$ cat src/rtl/multicycle_control.sv
// multicycle_control: main sequencing FSM for the multi-cycle MIPS datapath.
// A single memory and ALU are time-shared across fetch, decode, execute,
// memory and writeback steps. All datapath controls are decoded from the
// current state. The PC/IR load in FETCH and the PC load in BRANCH also look
// at this cycle's inputs. Strobes are forced low whenever reset is high, so
// an instruction cut short by reset never writes anything.
module multicycle_control #(
   parameter bit MEM_HANDSHAKE = 1'b1
) (
   input  logic       clk,
   input  logic       reset,
   input  logic [5:0] inst_31_26,
   input  logic       mem_ready,
   input  logic       zero,
   output logic       pc_write,
   output logic       iord,
   output logic       mem_read,
   output logic       mem_write,
   output logic       ir_write,
   output logic [1:0] reg_dst,
   output logic [1:0] mem_to_reg,
   output logic       reg_write,
   output logic       alu_src_a,
   output logic [1:0] alu_src_b,
   output logic [2:0] alu_op,
   output logic [1:0] pc_source,
   output logic       instr_done,
   output logic       illegal_op,
   output logic [3:0] state
);

   typedef enum logic [3:0] {
      FETCH    = 4'd0,
      DECODE   = 4'd1,
      MEM_ADDR = 4'd2,
      MEM_RD   = 4'd3,
      MEM_WB   = 4'd4,
      MEM_WR   = 4'd5,
      R_EXEC   = 4'd6,
      I_EXEC   = 4'd7,
      ALU_WB   = 4'd8,
      BRANCH   = 4'd9,
      JUMP     = 4'd10,
      TRAP     = 4'd11
   } state_t;

   state_t     state_q;
   state_t     state_next;
   logic [5:0] op_q;
   logic       illegal_q;
   logic       rdy;

   // With the handshake disabled, every memory access completes in one cycle.
   assign rdy        = MEM_HANDSHAKE ? mem_ready : 1'b1;
   assign state      = state_q;
   assign illegal_op = illegal_q;

   // Next-state selection. Decode dispatches on the live IR opcode. Later
   // states use the opcode captured while in DECODE.
   always_comb begin
      state_next = state_q;
      case (state_q)
         FETCH:    if (rdy) state_next = DECODE;
         DECODE: begin
            case (inst_31_26)
               6'd0:                                  state_next = R_EXEC;
               6'd35, 6'd43:                          state_next = MEM_ADDR;
               6'd8, 6'd10, 6'd12, 6'd13, 6'd14, 6'd15: state_next = I_EXEC;
               6'd4, 6'd5:                            state_next = BRANCH;
               6'd2, 6'd3:                            state_next = JUMP;
               default:                               state_next = TRAP;
            endcase
         end
         MEM_ADDR: begin
            if (op_q == 6'd35)      state_next = MEM_RD;
            else if (op_q == 6'd43) state_next = MEM_WR;
            else                    state_next = TRAP;
         end
         MEM_RD:   if (rdy) state_next = MEM_WB;
         MEM_WB:   state_next = FETCH;
         MEM_WR:   if (rdy) state_next = FETCH;
         R_EXEC:   state_next = ALU_WB;
         I_EXEC:   state_next = ALU_WB;
         ALU_WB:   state_next = FETCH;
         BRANCH:   state_next = FETCH;
         JUMP:     state_next = FETCH;
         TRAP:     state_next = TRAP;
         default:  state_next = TRAP;
      endcase
   end

   // State, captured opcode and sticky illegal flag. Reset overrides everything.
   always_ff @(posedge clk) begin
      if (reset) begin
         state_q   <= FETCH;
         op_q      <= 6'd0;
         illegal_q <= 1'b0;
      end else begin
         state_q <= state_next;
         if (state_q == DECODE) op_q <= inst_31_26;
         if (state_next == TRAP) illegal_q <= 1'b1;
      end
   end

   // Datapath controls decoded from the current state. Strobes are gated off by reset.
   always_comb begin
      pc_write   = 1'b0;
      iord       = 1'b0;
      mem_read   = 1'b0;
      mem_write  = 1'b0;
      ir_write   = 1'b0;
      reg_dst    = 2'b00;
      mem_to_reg = 2'b00;
      reg_write  = 1'b0;
      alu_src_a  = 1'b0;
      alu_src_b  = 2'b00;
      alu_op     = 3'b000;
      pc_source  = 2'b00;
      instr_done = 1'b0;
      case (state_q)
         FETCH: begin
            mem_read  = 1'b1;
            alu_src_b = 2'b01;
            ir_write  = rdy;
            pc_write  = rdy;
         end
         DECODE: begin
            alu_src_b = 2'b11;
         end
         MEM_ADDR: begin
            alu_src_a = 1'b1;
            alu_src_b = 2'b10;
         end
         MEM_RD: begin
            mem_read = 1'b1;
            iord     = 1'b1;
         end
         MEM_WB: begin
            mem_to_reg = 2'b01;
            reg_write  = 1'b1;
            instr_done = 1'b1;
         end
         MEM_WR: begin
            mem_write  = 1'b1;
            iord       = 1'b1;
            instr_done = rdy;
         end
         R_EXEC: begin
            alu_src_a = 1'b1;
            alu_op    = 3'b010;
         end
         I_EXEC: begin
            alu_src_a = 1'b1;
            alu_src_b = 2'b10;
            case (op_q)
               6'd12:   alu_op = 3'b011;
               6'd13:   alu_op = 3'b100;
               6'd10:   alu_op = 3'b101;
               6'd14:   alu_op = 3'b110;
               6'd15:   alu_op = 3'b111;
               default: alu_op = 3'b000;
            endcase
         end
         ALU_WB: begin
            reg_write  = 1'b1;
            reg_dst    = (op_q == 6'd0) ? 2'b01 : 2'b00;
            instr_done = 1'b1;
         end
         BRANCH: begin
            alu_src_a  = 1'b1;
            alu_op     = 3'b001;
            pc_source  = 2'b01;
            pc_write   = (op_q == 6'd5) ? ~zero : zero;
            instr_done = 1'b1;
         end
         JUMP: begin
            pc_source  = 2'b10;
            pc_write   = 1'b1;
            instr_done = 1'b1;
            if (op_q == 6'd3) begin
               reg_dst    = 2'b10;
               mem_to_reg = 2'b10;
               reg_write  = 1'b1;
            end
         end
         default: begin
         end
      endcase
      if (reset) begin
         pc_write   = 1'b0;
         mem_read   = 1'b0;
         mem_write  = 1'b0;
         ir_write   = 1'b0;
         reg_write  = 1'b0;
         instr_done = 1'b0;
      end
   end

endmodule
$ cat config.mk
export PLATFORM = sky130hd
export DESIGN_NAME = multicycle_control
export DESIGN_NICKNAME = d
export VERILOG_FILES = /design/src/rtl/multicycle_control.sv
export SDC_FILE = /design/constraint.sdc
export NUM_CORES = 1
export LEC_CHECK = 0
export CAP_MARGIN = 5
export CORE_MARGIN = 3
export CORE_UTILIZATION = 25
export CTS_CLUSTER_SIZE = 16
export DETAILED_ROUTE_END_ITERATION = 7
export DONT_BUFFER_PORTS = 1
export GPL_ROUTABILITY_DRIVEN = 0
export PLACE_DENSITY = 0.4
export REMOVE_ABC_BUFFERS = 1
export SETUP_SLACK_MARGIN = 0.15
export SYNTH_ARGS = -nofsm -noshare
export SYNTH_HDL_FRONTEND = slang
export SYNTH_SLANG_ARGS = --single-unit
$ cat constraint.sdc
create_clock -name clk -period 2.4 [get_ports clk]
set_input_delay 0.24 -clock clk [delete_from_list [all_inputs] [get_ports clk]]
set_output_delay 0.24 -clock clk [all_outputs]
set_load 0.05 [all_outputs]
Word level (Yosys, flattened, before mapping):

Memories as Yosys holds them, arrays and structs flattened.
Cells that the tools add are included.

* memories: 1
* flip-flop bits (word level): 11
* memory bits (read-only): 256
* input port bits: 10

* reductions and logical operators: 9
* eq/ne operators: 20
* mux-type cells: 30
* bitwise logic cells: 1

Memory list
* (no name shown): depth 64, bits a word 4, rd ports 1, clocked after memory_dff 0, wr ports 0, line 65 `case (inst_31_26)`

Operators with widths (count)
* == test 6 x 4 -> 1 bit (second input constant): 5
* case mux 4 bit (7 select lines): 1
* 2-to-1 mux 4 bit: 5
* == test 4 x 3 -> 1 bit (second input constant): 4
* == test 4 bit (second input constant): 4
* case mux 3 bit (5 select lines): 1
* 2-to-1 mux 1 bit: 14
* == test 6 bit (second input constant): 2
* case mux 2 bit (2 select lines): 3
* OR reduction 2 bit: 5
* case mux 3 bit (3 select lines): 1
* == test 4 x 2 -> 1 bit (second input constant): 2
* OR reduction 4 bit: 2
* == test 6 x 2 -> 1 bit (second input constant): 1
* == test 6 x 3 -> 1 bit (second input constant): 1
* zero test 6 bit: 1
* case mux 2 bit (3 select lines): 1
* == test 4 x 1 -> 1 bit (second input constant): 1
* zero test 4 bit: 1
* case mux 1 bit (2 select lines): 2
* case mux 1 bit (3 select lines): 1
* 2-to-1 mux 2 bit: 1
* NOT 1 bit: 1

Longest topological paths before layout:

Gate-level depths: netlist of the first run.

* depth in word-level cells: 5
* mapped depth: 7

Worst setup path before layout of the first run:

Ideal clock, no wire load.

* path type: register to output
* start point: register state_q[3], in the netlist state[3]
* end point: output pc_write
* required time: 2160 ps
* arrival: 4003 ps
* cell stages (with the launch flop): 7
* slack: -1843 ps
* cells stage by stage: dfxtp_1 -> buf_2 -> nand2b_4 -> or2_1 -> clkinv_1 -> o21ai_1 -> a2111oi_0

* word-level cells in the longest chain between the ends: 3
* elaborated cells on any way between the ends: 5
* classes of those cells: eq/ne (2); mux (2); reduce/logical (1)

Ends and longest elaborated chain
* start: declaration: line 47 `state_t state_q;`
* start signal: assignment: line 99 `state_q <= state_next;`
* == test 4 bit / zero test 4 bit (equally long branches): line 120 `case (state_q)`
* case mux 1 bit (3 select lines) *: line 120
* 2-to-1 mux 1 bit *: line 189 `if (reset) begin`
* end: declaration: line 15 `output logic pc_write,`

Mark *: on every way between the ends. The rest lies on a longest branch, timed or not.

Final worst setup path of the first run:

* start point: register op_q[3]
* end point: output reg_write

* word-level cells in the longest chain between the ends: 4

Ends and longest elaborated chain
* start: declaration: line 49 `logic [5:0] op_q;`
* start signal: assignment: line 100 `if (state_q == DECODE) op_q <= inst_31_26;`
* == test 6 x 2 -> 1 bit: line 180 `if (op_q == 6'd3) begin`
* 2-to-1 mux 1 bit: line 180
* case mux 1 bit (2 select lines): line 120
* 2-to-1 mux 1 bit: line 189
* end: declaration: line 22 `output logic reg_write,`

Every way passes these cells.

==> results.toml, run 1 <==
[clocking]
clock_path_buffers = 2
cts_num_sinks = 11
hold_buffers = 0
htree_levels = 1
cts_tree = "yes"
clk_latency_ns = 0.24
cts_setup_buffers = 0
path_clk_slew_ns = 0.05
cts_buffers = 3
root_buffer = "clkbuf_8"

[floorplanning]
core_area_um2 = 3800
initial_core_util_pct = 26.7
die_w_um = 69.7
fp.dieArea_um2 = 4860
io_pins = 34
row_count = 22
die_y_um = 69.7

[placement]
dp_hpwl_um = 2240
placed_cell_area_um2 = 1240
dp.cells = 207
io_buffers = 0
dp_slack_ns = 0.357

[global_route]
use_met1_pct = 13.4
grt.overflow.total = 0
top_usage_layer = "met2"
grt_start_max_net_pins = 19
grt_pass1_wl_um = 4750
grt_usage_pct = 11.7
grtUsageMet2_pct = 21.2
antenna_found_initial = 0
grt_pass1_vias = 1029
grt_util_met3_pct = 3.04

[yosys]
yosysUniqueCellTypes = 44
synth_ff_type = "dfxtp_1"
synth-seq-cells = 11
synth-edff-count = 0
syn_inst = 150
yosys_warnings = 0
synthTopCellsByArea = "dfxtp_1 22%, nand2_1 7.8%, nand2b_1 7.4%"
syn_area_um2 = 1010
syn_area_per_cell_um2 = 6.76
yosysTopAreaCell = "dfxtp_1"
synth.top_cell.area_share_pct = 21.7
postSynth.asyncResetShare_pct = 0
synth-seq-area-share_pct = 21.7

[sta]
setup_viol = 0
fin_ws_ns = 0.203
finalClockSkew_ns = 0.00704
worst_pin_slew_ns = 0.503
min_period_over_period_pct = 91.5
max_slew_margin_pct = 66.4
hold_viol_final = 0
grt_setup_unrepaired = "true"
final_max_slew_viol_count = 0
fmax_mhz = 455
period_minus_slack_ns = 2.20

[cells_and_area]
register_area_um2 = 223
layout.nets = 174
layout-drive-gt1-share_pct = 24.5
antenna_cells = 0
multi_input_area_um2 = 761
area_growth_pct = 29.0
fin_cells = 211
fillers = 423
finish.instance_area_um2 = 1310
utilization_pct = 34.5

[pwr]
p_per_area_nw_per_um2 = 1150
combPwrFrac_pct = 67.4
netSwitchingPower_uw = 814
clock_power_share_pct = 12.1
power.share.sequential_pct = 20.5
power.leakage_uw = 0.000504
ir_worst_vdd_mv = 0.363
swShare_pct = 54.2
intPower_uw = 688

[hold_path]
hp-class = "primary input to flip-flop"

[setup_path]
cp_max_fo = 5
cpLargestDelayFamily = "simple AND/OR/NAND/NOR gates"
cp-end-kind = "output pin"
critPathLaunchType = "flip-flop"
critPathArrivalTime_ns = 1.96
worst_path_most_repeated_cell = "or3_4"
crit_required_ns = 2.16
critPathBufInv = 1
worstSetupPathType = "flip-flop to output pin"
max_stage_delay_ns = 0.39
cp_cell_sequence = "or3_4 -> or3_4 -> or3_4 -> a21oi_4 -> buf_6"
r2r_setup_slack_ns = 0.56
cp_slowest_cell = "or3_4"

[detailed_routing]
vias = 1048
wl_per_cell_um = 13.4
first_pass_iters = 4
drt_iter0_drc = 57
drc_errors = 0
routed_via_density = 4.97
drt.antenna.violating_nets = 0
wl_um = 2840

[run]
maxCapViolations = 0

[run_status]
outcome = "completed"
[cell usage in the layout, fill, tap and decap left out, types with 2 or more instances in the layout]
cell       synthesis  layout
nor2_1            18      18
buf_12             0       2
o21ai_0            4       3
nand3b_1           4       4
nand2b_1          12      12
or3_1              3       2
nand4_1            2       2
o21ai_1            1       2
clkbuf_8           0       3
nor2b_1            4       4
dfxtp_2            0       2
or2_1              2       2
or3_4              2       3
inv_1              4       4
nand2_1           21      21
a221oi_1           2       2
nor3_1             5       5
a2111oi_2          1       2
buf_4              0      20
and3_1             2       2
o21a_1             2       2
dfxtp_1           11       9
and2_1             2       2
a21oi_1           13      12
[layer usage]
layer  vias up  part of all wire, %
met3         2                  4.4
li1        541                    -
met1       485                   44
met4         0                 0.60
met5         -                    0
met2        20                   51
[final cells by class]
class	instances	area share [%]
clock buffer	4	3.44
inverter	5	1.43
multi-input combinational	120	58.1
sequential	11	17.0
tap	48	4.59
timing repair buffer	23	15.4
[synth_stat cells, drive strengths merged, types with 3 or more instances]
cell type / n
nand2: 21
nor2: 18
a21oi: 13
nand2b: 13
dfxtp: 11
clkbuf: 10
nor3: 5
o21ai: 5
or3: 5
buf: 4
inv: 4
nand3b: 4
nor2b: 4
or2: 3
[sequential cells by signal (all words and copies together) (netlist names)]
register and flops:
op_q 6, state 4, illegal_op 1
[worst reg2reg max path, stage by stage, from the launching register on]
cell and delay [ns]:
dfxtp_1 0.34, buf_4 0.25, nor4b_4 0.46, o31a_1 0.26, a221oi_1 0.12, o41ai_2 0.32
[per-stage QoR]
stage	power, uW	TNS (ns)	hold WS [ns]
CTS	1510	0	0.0621
finish	1500	0	0.0657
detailed placement	1310	0	0.316
floorplan	1040	-4.49	0.309
global placement	1310	0	0.315
global route	1590	0	0.0564
[power by group through the flow]
stage                     combinational, uW  clock, uW  sequential [uW]
after detailed placement               1000          0              308
after global routing                   1080        194              316
after CTS                              1020        189              306
after floorplan                         625          0              418
final                                  1010        182              308
after global placement                 1000          0              309
[worst paths after layout]
| kind | startpoint | to | cells past startpoint |
|---|---|---|---|
| setup / recovery | op_q[3] | reg_write | 5 |
| hold / removal | reset | state[0] | 1 |
| setup reg to reg | state[3] | illegal_op | 5 |
| hold reg to reg | op_q[3] | op_q[3] | 2 |
[what timing repair did]
| action | 4_1_cts | 5_1_grt |
|---|---|---|
| endpoints found under the setup margin | 1 | 2 |
| pin swaps | 0 | 1 |
| gates resized for setup | 4 | 2 |
[cells by family (layout without fill, tap and decap cells)]
group	Yosys count	in the layout	share of synthesized area [%]
DFF	11	11	21.7
buffers and inverters	19	32	7.27
muxes	1	1	0.986
AOI/OAI and AO/OA	33	33	22.6
xor gates and xnor gates	2	2	1.73
and+or+nand+nor	84	84	45.7
No activity file was read; power rests on OpenSTA's default activity.
==> run 2: changes to the inputs <==
--- a/config.mk
+++ b/config.mk
@@ -12,6 +12,7 @@
 export DETAILED_ROUTE_END_ITERATION = 7
 export DONT_BUFFER_PORTS = 1
 export GPL_ROUTABILITY_DRIVEN = 0
+export MAX_ROUTING_LAYER = met4
 export PLACE_DENSITY = 0.4
 export REMOVE_ABC_BUFFERS = 1
 export SETUP_SLACK_MARGIN = 0.15
==> run 2 against run 1 <==
Net effect: clock power about the same; die area did not move; total power about the same; first-iteration DRC count is 5.3% lower; setup slack got worse by 0.038 ns; clock-buffer cell count did not move; final area is the same; sequential share of layout area is the same; via count hardly changed; wire length is 0.28% higher.
==> results.toml, run 2 (same netlist as run 1, synthesis figures left out) <==
[run_status]
outcome = "completed"

[sta]
finalClockSkew_ns = 0.00711
grt_setup_unrepaired = "true"
fmax_mhz = 448
worst_pin_slew_ns = 0.508
max_slew_margin_pct = 66.1
period_minus_slack_ns = 2.23
hold_slack_ns = 0.0660
min_period_over_period_pct = 93.1
final_max_slew_viol_count = 0
hold_viol_final = 0
setup_viol = 0

[cells_and_area]
largest-register = "op_q"
finish.instance_area_um2 = 1310
largest_reg_flops = 6
fillers = 423
area_growth_pct = 29.0
antenna_cells = 0
layout-drive-gt1-share_pct = 24.5
utilization_pct = 34.5
layout.nets = 174
final_cell_mix = "21 x nand2_1, 20 x buf_4, 18 x nor2_1"
layout_commonest_cell = "nand2_1"

[floorplanning]
fp.dieArea_um2 = 4860
die_y_um = 69.7
initial_core_util_pct = 26.7
row_count = 22
core_area_um2 = 3800
io_pins = 34
die_w_um = 69.7

[pwr]
power_uw = 1500
ir_worst_vdd_mv = 0.363
p_per_area_nw_per_um2 = 1150
power.leakage_uw = 0.000504

[setup_path]
crit_required_ns = 2.16
worstRegToRegCells = 5
worstSetupPathType = "flip-flop to output pin"
cp_max_fo = 5
critPathLaunchType = "flip-flop"
r2r_setup_slack_ns = 0.56
r2r-start = "state[3]"
critPathArrivalTime_ns = 1.99
cp-end-kind = "output pin"
r2r-end = "illegal_op"

[global_route]
top_usage_layer = "met2"
grt_pass1_vias = 1024
use_met1_pct = 13.7
grt_util_met3_pct = 2.90
antenna_found_initial = 0
grt_pass1_wl_um = 4760
grt.overflow.total = 0
grt_start_max_net_pins = 19
grtUsageMet2_pct = 21.0
grt_usage_pct = 12.0

[clocking]
clk_latency_ns = 0.24
clock_path_buffers = 2
root_buffer = "clkbuf_8"
htree_levels = 1
cts_buffers = 3
cts_tree = "yes"
path_clk_slew_ns = 0.05
cts_num_sinks = 11
hold_buffers = 0

[hold_path]
hp-class = "primary input to flip-flop"
min-delay-start = "reset"
min_path_cells = 1
hold_end = "state[0]"

[detailed_routing]
vias = 1047
first_pass_iters = 4
drt_iter0_drc = 54
wl_um = 2850
drc_errors = 0
drt.antenna.violating_nets = 0
routed_via_density = 4.96
wl_per_cell_um = 13.5

[placement]
io_buffers = 0
placed_cell_area_um2 = 1240
dp_hpwl_um = 2240

[run]
maxCapViolations = 0
==> run 2: power by group <==
group | internal [uW] | switching, uW | leakage [uW]
logic | 341 | 670 | 0.000391
clock network | 116 | 65.5 | 0.0000228
registers | 230 | 78.1 | 0.0000905
total | 687 | 814 | 0.000504
==> run 2: timing repair <==
action,in CTS,in global routing
resized for setup,4,2
setup endpoints to repair,1,2
hold endpoints to repair,0,0
setup buffers,0,0
==> run 2: stage by stage <==
stage	setup slack, ns	instances	TNS, ns
final	0.166	211	0
after detailed placement	0.357	207	0
after floorplan	-1.92	136	-4.49
after global routing	0.0997	211	0
after global placement	0.373	207	0
after CTS	0.162	211	0
==> run 2: routing by layer <==
layer  routed length [um]  vias up  share of wire [%]
met1                 1260      484                 44
met4                   19        0               0.67
li1                     -      541                  -
met3                  121        2                4.3
met2                 1440       20                 51
met5                    0        -                  0
==> run 2: area by class of cell <==
type,instances,area [um^2],area share (%)
repair buffers,23,201,15.4
flip-flops and latches,11,223,17.0
clock buffers,4,45.0,3.44
well taps,48,60.1,4.59
multi-input cells,120,761,58.1
inverters,5,18.8,1.43
==> run 2: how the worst max path moves through the flow <==
stage,start,endpoint
floorplan,state[0],pc_write
global placement,op_q[3],reg_write
detailed placement,op_q[3],reg_write
CTS,op_q[3],reg_write
global route,op_q[3],reg_write
finish,op_q[3],reg_write
==> run 2: critical path, cell delays in order (launching register included) <==
cell	delay, ns
dfxtp_2	0.33
or3_4	0.39
or3_4	0.34
or3_4	0.40
a21oi_4	0.13
buf_6	0.17
==> run 3: changes to the inputs <==
--- a/config.mk
+++ b/config.mk
@@ -13,9 +13,9 @@
 export DONT_BUFFER_PORTS = 1
 export GPL_ROUTABILITY_DRIVEN = 0
 export MAX_ROUTING_LAYER = met4
-export PLACE_DENSITY = 0.4
 export REMOVE_ABC_BUFFERS = 1
-export SETUP_SLACK_MARGIN = 0.15
+export SETUP_SLACK_MARGIN = 0.02
+export SLEW_MARGIN = 30
 export SYNTH_ARGS = -nofsm -noshare
 export SYNTH_HDL_FRONTEND = slang
 export SYNTH_SLANG_ARGS = --single-unit
==> run 3 against run 2 <==
Net effect: final area decreased by 1.3%; via count is 0.48% lower; clock-buffer cell count stayed put; critical endpoint unchanged; largest power group unchanged; highest routed layer unchanged.
==> results.toml, run 3 (same netlist as run 1, synthesis figures left out) <==
[run_status]
outcome = "completed"

[floorplanning]
core_area_um2 = 3800
fp.dieArea_um2 = 4860
die_y_um = 69.7
row_count = 22
die_w_um = 69.7
io_pins = 34
initial_core_util_pct = 26.7

[pwr]
power_uw = 1490
ir_worst_vdd_mv = 0.356
p_per_area_nw_per_um2 = 1150
power.leakage_uw = 0.000502

[detailed_routing]
routed_via_density = 4.94
first_pass_iters = 4
drt_iter0_drc = 38
vias = 1042
drc_errors = 0
wl_um = 2720
wl_per_cell_um = 12.9
drt.antenna.violating_nets = 0

[setup_path]
critPathLaunchType = "flip-flop"
cp_max_fo = 5
cp-end-kind = "output pin"
startpoint = "op_q[3]"
worstSetupPathType = "flip-flop to output pin"
cp_cell_sequence = "or3_4 -> or3_4 -> or3_4 -> a21oi_1 -> buf_4"
critPathArrivalTime_ns = 2.05
worstRegToRegCells = 5
worst_path_most_repeated_cell = "or3_4"
r2r-start = "state[3]"
r2r_setup_slack_ns = 0.58
r2r-end = "illegal_op"
max_stage_delay_ns = 0.40
cp_slowest_cell = "or3_4"
crit_required_ns = 2.16

[clocking]
cts_num_sinks = 11
cts_buffers = 3
htree_levels = 1
cts_setup_buffers = 0
root_buffer = "clkbuf_8"
cts_resized = 0
cts_tree = "yes"
hold_buffers = 0
clock_path_buffers = 2
clk_latency_ns = 0.25
path_clk_slew_ns = 0.05

[cells_and_area]
layout-drive-gt1-share_pct = 22.7
final_cell_mix = "21 x nand2_1, 21 x buf_4, 18 x nor2_1"
largest_reg_flops = 6
finish.instance_area_um2 = 1290
largest-register = "op_q"
antenna_cells = 0
fin_cells = 211
utilization_pct = 34.0
layout.nets = 174
area_growth_pct = 27.3

[sta]
max_slew_margin_pct = 66.3
min_period_over_period_pct = 95.3
finalClockSkew_ns = 0.00780
fmax_mhz = 437
grt_setup_unrepaired = "false"
hold_viol_final = 0
period_minus_slack_ns = 2.29
worst_pin_slew_ns = 0.505
setup_viol = 0
final_max_slew_viol_count = 0

[hold_path]
hp-class = "primary input to flip-flop"
min_path_cells = 1
min-delay-start = "reset"
hold_end = "state[2]"

[global_route]
grt_usage_pct = 11.4
grt_pass1_wl_um = 4400
grt_pass1_vias = 966
grt_start_max_net_pins = 23
grt.overflow.total = 0
antenna_found_initial = 0

[placement]
placed_cell_area_um2 = 1240
dp.cells = 207
dp_hpwl_um = 2090
io_buffers = 0

[run]
maxCapViolations = 0
## run 3: cell count changes in the layout (fill, tap and decap cells not counted)
cell / change
buf_4: +1
buf_6: -1
a21oi_1: +1
dfxtp_2: -2
dfxtp_1: +2
a21oi_4: -1
## run 3: how the worst max path moves through the flow
stage	slack, ns	depth (start not counted)	endpoint
6_report	0.11	5	reg_write
5_1_grt	0.03	5	reg_write
4_1_cts	0.09	5	reg_write
3_5_place_dp	0.36	5	reg_write
3_3_place_gp	0.38	5	reg_write
2_1_floorplan	-1.92	5	pc_write
## run 3: final cells by class
class	instances	area (um^2)
sequential	11	220
fill	418	2510
tap	48	60.1
multi-input combinational	120	749
inverter	5	18.8
timing repair buffer	23	198
clock buffer	4	45.0
## run 3: per-stage QoR
stage	worst slack [ns]	hold WS, ns	TNS, ns
after floorplan	-1.92	0.309	-4.49
after global placement	0.375	0.314	0
after detailed placement	0.365	0.315	0
after CTS	0.0940	0.0595	0
after global routing	0.0266	0.0635	0
final	0.112	0.0625	0
## run 3: where the power goes
part	internal (uW)	total, uW	switching, uW
clock	117	190	73.2
sequential	228	297	69.0
combinational	335	1000	668
## run 3: per-layer routing
metal | GRT usage [%] | share of wire, %
met1 | 13.3 | 44
met2 | 17.6 | 45
met3 | 4.20 | 8.8
met5 | - | 0
met4 | 5.11 | 2.0
## run 3: worst max-delay path, delay by kind of cell, from the launching register on
family / cells / cell delay (ns)
AO/OA/AOI/OAI: 1 / 0.13
AND/OR/NAND/NOR: 3 / 1.12
buffers and inverters: 1 / 0.21
flip-flops: 1 / 0.34
